## src/rtl/img_pkg.sv

```systemverilog
// Shared image-pipeline definitions: frame geometry, data widths and the
// result writer state encoding.
package img_pkg;

  localparam int unsigned FrameWidth  = 64;
  localparam int unsigned FrameHeight = 64;
  localparam int unsigned AddrW       = 12;
  localparam int unsigned DataW       = 13;
  localparam int unsigned PixelMax    = 255;

  typedef enum logic [1:0] {
    StIdle,
    StWrite,
    StFinish
  } writer_state_e;

endpackage

```

## src/rtl/pixel_clamp.sv

```systemverilog
// Combinational saturation of a two's complement value to the 0..PixelMax
// pixel range, zero-extended back to the input width.
module pixel_clamp
  import img_pkg::*;
#(
  parameter int unsigned DATA_W = DataW
) (
  input  logic [DATA_W-1:0] data_i,
  output logic [DATA_W-1:0] data_o
);

  always_comb begin
    if (data_i[DATA_W-1]) begin
      data_o = '0;
    end else if (data_i > DATA_W'(PixelMax)) begin
      data_o = DATA_W'(PixelMax);
    end else begin
      data_o = data_i;
    end
  end

endmodule

```

## src/rtl/kernel_result_writer.sv

```systemverilog
// Writes a full output frame into the result RAM: constant border pixels are
// generated locally, interior pixels come from the kernel result stream.
module kernel_result_writer
  import img_pkg::*;
#(
  parameter int unsigned WIDTH        = FrameWidth,
  parameter int unsigned HEIGHT       = FrameHeight,
  parameter int unsigned ADDR_W       = AddrW,
  parameter int unsigned DATA_W       = DataW,
  parameter int unsigned BORDER_VALUE = 0,
  parameter bit          CLAMP        = 1'b1
) (
  input  logic              clk,
  input  logic              rst,
  input  logic              start,
  input  logic              in_valid,
  input  logic [DATA_W-1:0] in_data,
  output logic              in_ready,
  output logic              wr_en,
  output logic [ADDR_W-1:0] wr_addr,
  output logic [DATA_W-1:0] wr_data,
  output logic              busy,
  output logic              done
);

  localparam int unsigned ColW = (WIDTH > 1) ? $clog2(WIDTH) : 1;
  localparam int unsigned RowW = (HEIGHT > 1) ? $clog2(HEIGHT) : 1;

  writer_state_e state_q, state_d;
  logic [ColW-1:0]   col_q, col_d;
  logic [RowW-1:0]   row_q, row_d;
  logic              wr_en_d, busy_d, done_d;
  logic [ADDR_W-1:0] wr_addr_d;
  logic [DATA_W-1:0] wr_data_d;

  logic              last_col, last_row, border, advance;
  logic [DATA_W-1:0] clamped, result;

  pixel_clamp #(
    .DATA_W(DATA_W)
  ) u_clamp (
    .data_i(in_data),
    .data_o(clamped)
  );

  assign last_col = (col_q == ColW'(WIDTH - 1));
  assign last_row = (row_q == RowW'(HEIGHT - 1));
  assign border   = (row_q == '0) || last_row || (col_q == '0) || last_col;
  assign result   = CLAMP ? clamped : in_data;

  // Border positions never consume from the stream; they always advance.
  assign in_ready = (state_q == StWrite) && !border;
  assign advance  = (state_q == StWrite) && (border || in_valid);

  always_comb begin
    state_d   = state_q;
    row_d     = row_q;
    col_d     = col_q;
    done_d    = 1'b0;
    wr_en_d   = advance;
    wr_addr_d = ADDR_W'(row_q * WIDTH + col_q);
    wr_data_d = border ? DATA_W'(BORDER_VALUE) : result;

    unique case (state_q)
      StIdle: begin
        if (start) begin
          state_d = StWrite;
          row_d   = '0;
          col_d   = '0;
        end
      end
      StWrite: begin
        if (advance) begin
          if (last_col) begin
            col_d = '0;
            if (last_row) begin
              row_d   = '0;
              state_d = StFinish;
            end else begin
              row_d = row_q + 1'b1;
            end
          end else begin
            col_d = col_q + 1'b1;
          end
        end
      end
      StFinish: begin
        done_d  = 1'b1;
        state_d = StIdle;
      end
      default: state_d = StIdle;
    endcase

    busy_d = (state_d != StIdle);
  end

  always_ff @(posedge clk) begin
    if (rst) begin
      state_q <= StIdle;
      row_q   <= '0;
      col_q   <= '0;
      wr_en   <= 1'b0;
      wr_addr <= '0;
      wr_data <= '0;
      busy    <= 1'b0;
      done    <= 1'b0;
    end else begin
      state_q <= state_d;
      row_q   <= row_d;
      col_q   <= col_d;
      wr_en   <= wr_en_d;
      wr_addr <= wr_addr_d;
      wr_data <= wr_data_d;
      busy    <= busy_d;
      done    <= done_d;
    end
  end

endmodule

```

## config.mk

```make
export PLATFORM = sky130hd
export DESIGN_NAME = kernel_result_writer
export DESIGN_NICKNAME = d
export VERILOG_FILES = /design/src/rtl/img_pkg.sv /design/src/rtl/pixel_clamp.sv /design/src/rtl/kernel_result_writer.sv
export SDC_FILE = /design/constraint.sdc
export NUM_CORES = 1
export LEC_CHECK = 0
export CAP_MARGIN = 20
export CORE_ASPECT_RATIO = 1.4
export CORE_MARGIN = 3
export CORE_UTILIZATION = 41
export CTS_CLUSTER_DIAMETER = 50
export DETAILED_ROUTE_END_ITERATION = 16
export PLACE_DENSITY_LB_ADDON = 0.25
export SLEW_MARGIN = 30
export SYNTH_ARGS = -nofsm -noshare
export SYNTH_HDL_FRONTEND = slang
export SYNTH_SLANG_ARGS = --single-unit
export TNS_END_PERCENT = 50
```

## constraint.sdc

```tcl
create_clock -name clk -period 1.75 [get_ports clk]
set_input_delay 0.175 -clock clk [delete_from_list [all_inputs] [get_ports clk]]
set_output_delay 0.175 -clock clk [all_outputs]
set_load 0.03 [all_outputs]
```

==> impl_results.md, run 1 <==
* Tmin final at 1.856 ns
* Gr ovfl total at 0
* Syn avg cell area at 9.554 um^2
* Worst-Margin Slew at 0.5564 ns
* Reg-to-Reg End: col_q[3]
* Post-Route WL at 3574 um
* ANT cells at 0
* Share of layout cells above drive strength 1 at 19.56%
* Setup violators final at 4
* Worst-path cell chain: ha_4 -> and3_4 -> a32oi_2 -> buf_4 -> and3_4 -> buf_6
* Synthesized area at 1548 um^2
* Chip width at 57.93 um
* Number of unique standard cell types used by synthesis at 39
* Drt first-iter violations at 54
* Max_cap viols at 0
* Critical Path Most Common Cell: and3_4
* First-pass GRT wire length at 5885 um
* Ys async rst share at 0%
* GP Congestion at 0.8676
* Seq cells post-synth at 41
* Unrepaired setup endpoints after global routing: true
* Ys Warns at 0
* Crit Reg-Reg Startpoint: row_q[1]
* Max Freq at 0.5389 GHz
* Power per cell area at 772.1 nW/um^2
* Longest Clk Path Bufs at 2
* Hold_sp: in_data[7]
* Initial antenna violation count at 0
* Failing checks: negative setup slack
* Worst R2R Setup Slack at -0.09 ns
* Main synth FF type: dfxtp_1
* Via-per-instance ratio at 5.279
* Worst EP required at 1.57 ns
* Vias in the first global route at 1373
* Hpwl dp at 2699 um
* Fin nets at 245
* WL met1 at 1391 um
* Tot Pwr at 1.776 mW
* Hold worst-path end: wr_data[7]
* TritonCTS clock tree: done
* Clk_lat worst skew at 0.29 ns
* Number of synthesized flops with an enable pin at 0
* Core area at 3503 um^2
* Routed vias at 1399
* Crit share post-route at 106.0%
* Clock root buffer: clkbuf_8
* CP arrival at 1.68 ns
* Fin util at 65.64%
* Final setup margin at -0.1057 ns
* Chip Height at 78.70 um
* Pins Over Slew Limit at 0
* Die area at 4558 um^2
* Crit path capture type: output port
* TritonRoute pass-1 iters at 4
* CP max FO at 4
* Placed Area at 2151 um^2
* Reg clk slew, reported paths at 0.08 ns
* Sequential area share after synthesis at 53.03%
* Initial Util at 44.18%
* Reg2Reg Depth at 8
* Top Metal Used: met4
* Port bufs at 44
* Critical Setup Path Class: register to output port
* Delay-heaviest family, CP: flip-flops
* TritonCTS Buffers at 5
* CP max-delay cell: dfxtp_4
* Gate Count Post-Synth at 162
* GRT Total Usage at 16.51%
* Type of the tightest min-delay check: input port to register
* Crit path buffers/inverters at 2
* Status: complete, but fails checks
* Clock Sinks at 41
* Normalized max-slew margin at 62.73%
* Pin count of the biggest net entering global routing at 22
* Hold Crit Depth at 2
* CP Launch Type: register
* Met3 Wirelength at 270 um
* Fillers at 299
* DRC errors left at 0
* Cell leakage power at 0.8672 nW
* Layout area overhead at 48.59%
* VDD IR max at 727.0 uV
* WL/cell at 13.49 um
* Num rows at 25
* Post-route ant nets at 0
* Number of H-tree branching levels at 2
* Post-route design area at 2300 um^2
* Io pins at 46
* Max stage delay on crit path at 0.37 ns
* Clk_skew at 0.003835 ns
* Fin. Hold Viols at 0
* Met2 routed WL at 1823 um
* CTS Hold Bufs at 0
==> layout make-up <==
| cell class | instances | area, um^2 | share of cell area (%) |
|---|---|---|---|
| clock buffer | 5 | 68.82 | 2.992 |
| clock inverter | 3 | 17.52 | 0.7617 |
| inverter | 6 | 22.52 | 0.9793 |
| multi-input combinational | 113 | 772.0 | 33.57 |
| sequential | 41 | 829.5 | 36.07 |
| tap | 40 | 50.05 | 2.176 |
| timing repair buffer | 57 | 539.3 | 23.45 |
==> power by group <==
group / leakage, nW / total, mW / internal [mW] / switching, mW
Sequential: 0.336 / 0.968 / 0.954 / 0.0141
Clock: 0.0439 / 0.587 / 0.275 / 0.312
Combinational: 0.488 / 0.221 / 0.106 / 0.115
Total: 0.867 / 1.78 / 1.34 / 0.441
==> through the flow <==
| stage | std cells | hold slack (ns) | setup slack (ns) | setup TNS (ns) |
|---|---|---|---|---|
| after global placement | 255 | 0.5027 | -0.1043 | -0.1383 |
| after CTS | 265 | 0.4754 | -0.1167 | -0.3884 |
| after floorplan | 166 | 0.2583 | 0.02628 | 0 |
| after global routing | 265 | 0.4872 | -0.1627 | -0.9367 |
| final | 265 | 0.4838 | -0.1057 | -0.3498 |
| after detailed placement | 255 | 0.5122 | -0.1991 | -0.4758 |
==> cell families (layout without fill, tap and decap cells) <==
kind of cell    count (synthesis)  after routing  synth area share, %
simple gates                   67             67                23.20
flops                          41             41                53.03
xor+xnor                        3              3                1.698
other cells                     1              5               0.2423
fa+ha+maj                       4              4                3.234
buf+inv                        12             71                3.638
compound gates                 34             34                14.96
==> cells in the mapped netlist (3+ instances only) <==
cell type	count	area share [%]
dfxtp_1	41	53
nor2b_1	8	3.2
o21a_1	8	3.9
nor3b_1	3	1.5
nand2_1	12	2.9
nor3_1	9	2.9
o21ai_0	5	1.6
nand3_1	6	1.9
xnor2_1	3	1.7
clkbuf_1	3	0.73
and3_1	3	1.2
ha_1	4	3.2
a21oi_1	9	2.9
inv_1	6	1.5
nor2_1	13	3.2
==> routing by layer <==
| metal | vias to the layer above | global-route usage (%) |
|---|---|---|
| li1 | 688 | - |
| met1 | 651 | 17.85 |
| met2 | 51 | 28.85 |
| met3 | 9 | 4.228 |
| met4 | 0 | 8.585 |
| met5 | - | 0 |
==> state kept, by name, indices dropped and copies added (netlist names) <==
name	count
wr_en	1
done	1
row_q	6
col_q	6
state_q	2
wr_data	12
wr_addr	12
busy	1
==> placed cells by master (no fill, tap or decap), types with 6 or more instances in the layout <==
| cell type | netlist | layout |
|---|---|---|
| buf_4 | 1 | 13 |
| nand3_1 | 6 | 6 |
| nand2_1 | 12 | 12 |
| a21oi_1 | 9 | 9 |
| clkdlybuf4s50_1 | 0 | 43 |
| o21a_1 | 8 | 8 |
| dfxtp_1 | 41 | 36 |
| nor3_1 | 9 | 8 |
| nor2_1 | 13 | 13 |
| nor2b_1 | 8 | 8 |
==> worst max-delay path by stage <==
stage,from,to,cells after the start
detailed placement,start,col_q[3],6
global placement,start,col_q[3],6
CTS,row_q[0],in_ready,7
global route,row_q[1],col_q[3],8
floorplan,row_q[1],wr_data[0],7
finish,row_q[1],in_ready,6
==> repair_timing <==
action                                 4_1_cts  5_1_grt
pin swaps                                    1        3
setup endpoints to repair                    3       17
buffers inserted                             2        0
resized for setup                            5        7
endpoints found under the hold margin        0        0
Note: power is estimated with default switching activity, not from simulation.
==> run 2, diff against run 1 <==
Settings changed: GPL_ROUTABILITY_DRIVEN set to 0.
==> results of run 2 <==
No change in the layout: final DEF, timing and power equal those of run 1.
==> run 3, diff against run 2 <==
Settings changed: PLACE_DENSITY set to 0.74, PLACE_DENSITY_LB_ADDON 0.25 to unset.
==> impl_results.md, run 3 (same netlist as run 1, synthesis figures left out) <==
* TritonRoute pass-1 iters at 4
* Largest regs: wr_addr: 12 flops, wr_data: 12 flops
* Via-per-instance ratio at 5.159
* GRT Total Usage at 16.96%
* Fin nets at 251
* Longest Clk Path Bufs at 2
* CTS Hold Bufs at 0
* Failing checks: negative setup slack
* CP arrival at 1.67 ns
* Io pins at 46
* Max_cap viols at 0
* Flop pwr share at 49.0%
* Type of the tightest min-delay check: input port to register
* Hpwl dp at 2691 um
* First-pass GRT wire length at 6092 um
* Power per cell area at 824.1 nW/um^2
* Cell leakage power at 0.9071 nW
* Fillers at 281
* Clock share of power at 38.9%
* Pint at 1.534 mW
* Delay-heaviest family, CP: flip-flops
* Critical Setup Path Class: register to output port
* Fin util at 68.32%
* WL/cell at 13.36 um
* Clock Sinks at 41
* Unrepaired setup endpoints after global routing: true
* Worst EP required at 1.57 ns
* Crit path buffers/inverters at 3
* Met3 Wirelength at 260 um
* Core area at 3503 um^2
* Initial Util at 44.18%
* Tmin final at 1.848 ns
* VDD IR max at 661.9 uV
* TritonCTS clock tree: done
* WL met1 at 1368 um
* Clock root buffer: clkbuf_8
* Max stage delay on crit path at 0.39 ns
* Pin count of the biggest net entering global routing at 16
* Sw frac at 22.24%
* Routed vias at 1398
* Drt first-iter violations at 40
* Share of layout cells above drive strength 1 at 20.35%
* Pins Over Slew Limit at 0
* ANT cells at 0
* Die area at 4558 um^2
* CP Launch Type: register
* Setup TNS at -0.1079 ns
* Reg clk slew, reported paths at 0.08 ns
* Clk_skew at 0.005799 ns
* Port bufs at 44
* Clk_lat worst skew at 0.29 ns
* Gate power share at 12.1%
* Met2 routed WL at 1906 um
* NetSw at 438.7 uW
* Top Metal Used: met4
* Chip Height at 78.70 um
* Max Freq at 0.5413 GHz
* Layout area overhead at 54.65%
* Final setup margin at -0.09752 ns
* Post-Route WL at 3620 um
* CP max-delay cell: dfxtp_4
* TritonCTS Buffers at 5
* Initial antenna violation count at 0
* Post-route ant nets at 0
* Number of H-tree branching levels at 2
* Num rows at 25
* Worst-path cell chain: inv_4 -> ha_4 -> nor4b_4 -> a32oi_4 -> buf_6 -> and3_4 -> buf_6
* Setup violators final at 2
* Vias in the first global route at 1393
* Status: complete, but fails checks
* Most frequent cells in the layout: clkdlybuf4s50_1, dfxtp_1, buf_4
* CP max FO at 4
* Crit share post-route at 105.6%
* DRC errors left at 0
* Crit path capture type: output port
* Gr ovfl total at 0
* Chip width at 57.93 um
* Fin. Hold Viols at 0
* Critical Path Most Common Cell: buf_6
* Most common cell after layout, fill and taps aside: clkdlybuf4s50_1
-- run 3: layout make-up --
type                            count  area (um^2)  share of cell area (%)
Multi-Input combinational cell    113        775.7                   32.41
Tap cell                           40        50.05                   2.091
Clock buffer                        7        86.33                   3.607
Sequential cell                    41        835.8                   34.92
Inverter                            6        27.53                   1.150
Clock inverter                      1        30.03                   1.255
Timing Repair Buffer               63        588.1                   24.57
-- run 3: power by group through the flow --
stage                     Combinational [mW]  Clock, mW  Sequential, mW
after floorplan                       0.0806          0            1.02
after global placement                 0.212          0           0.989
after detailed placement               0.216          0           0.990
after CTS                              0.231      0.784           0.968
after global routing                   0.255      0.823           0.970
final                                  0.238      0.768           0.967
-- run 3: worst paths after layout --
check	depth (start not counted)	slack, ns	endpoint	from
min reg2reg	1	0.54	wr_addr[4]	col_q[4]
max reg2reg	7	-0.01	col_q[3]	row_q[1]
max	7	-0.1	in_ready	row_q[1]
min	2	0.48	wr_data[6]	in_data[6]
-- run 3: per-stage QoR --
step | total power, mW | hold slack [ns] | setup slack [ns] | cell area [um^2] | cells
floorplan | 1.098 | 0.2583 | 0.02628 | 1614 | 166
global placement | 1.200 | 0.4932 | -0.1305 | 2181 | 259
detailed placement | 1.206 | 0.5064 | -0.2014 | 2181 | 259
CTS | 1.983 | 0.4748 | -0.1012 | 2359 | 269
global route | 2.049 | 0.4777 | -0.1320 | 2394 | 271
finish | 1.972 | 0.4760 | -0.09752 | 2394 | 271
-- run 3: timing repair --
action,CTS,global route
cloned,0,0
gates resized for setup,11,5
setup endpoints to repair,4,13
pin swaps,2,5
buffers inserted,2,2
-- run 3: per-layer routing --
metal / GRT usage, % / vias to the layer above
li1: - / 702
met1: 16.90 / 627
met2: 31.67 / 60
met3: 4.228 / 9
met4: 8.121 / 0
met5: 0 / -
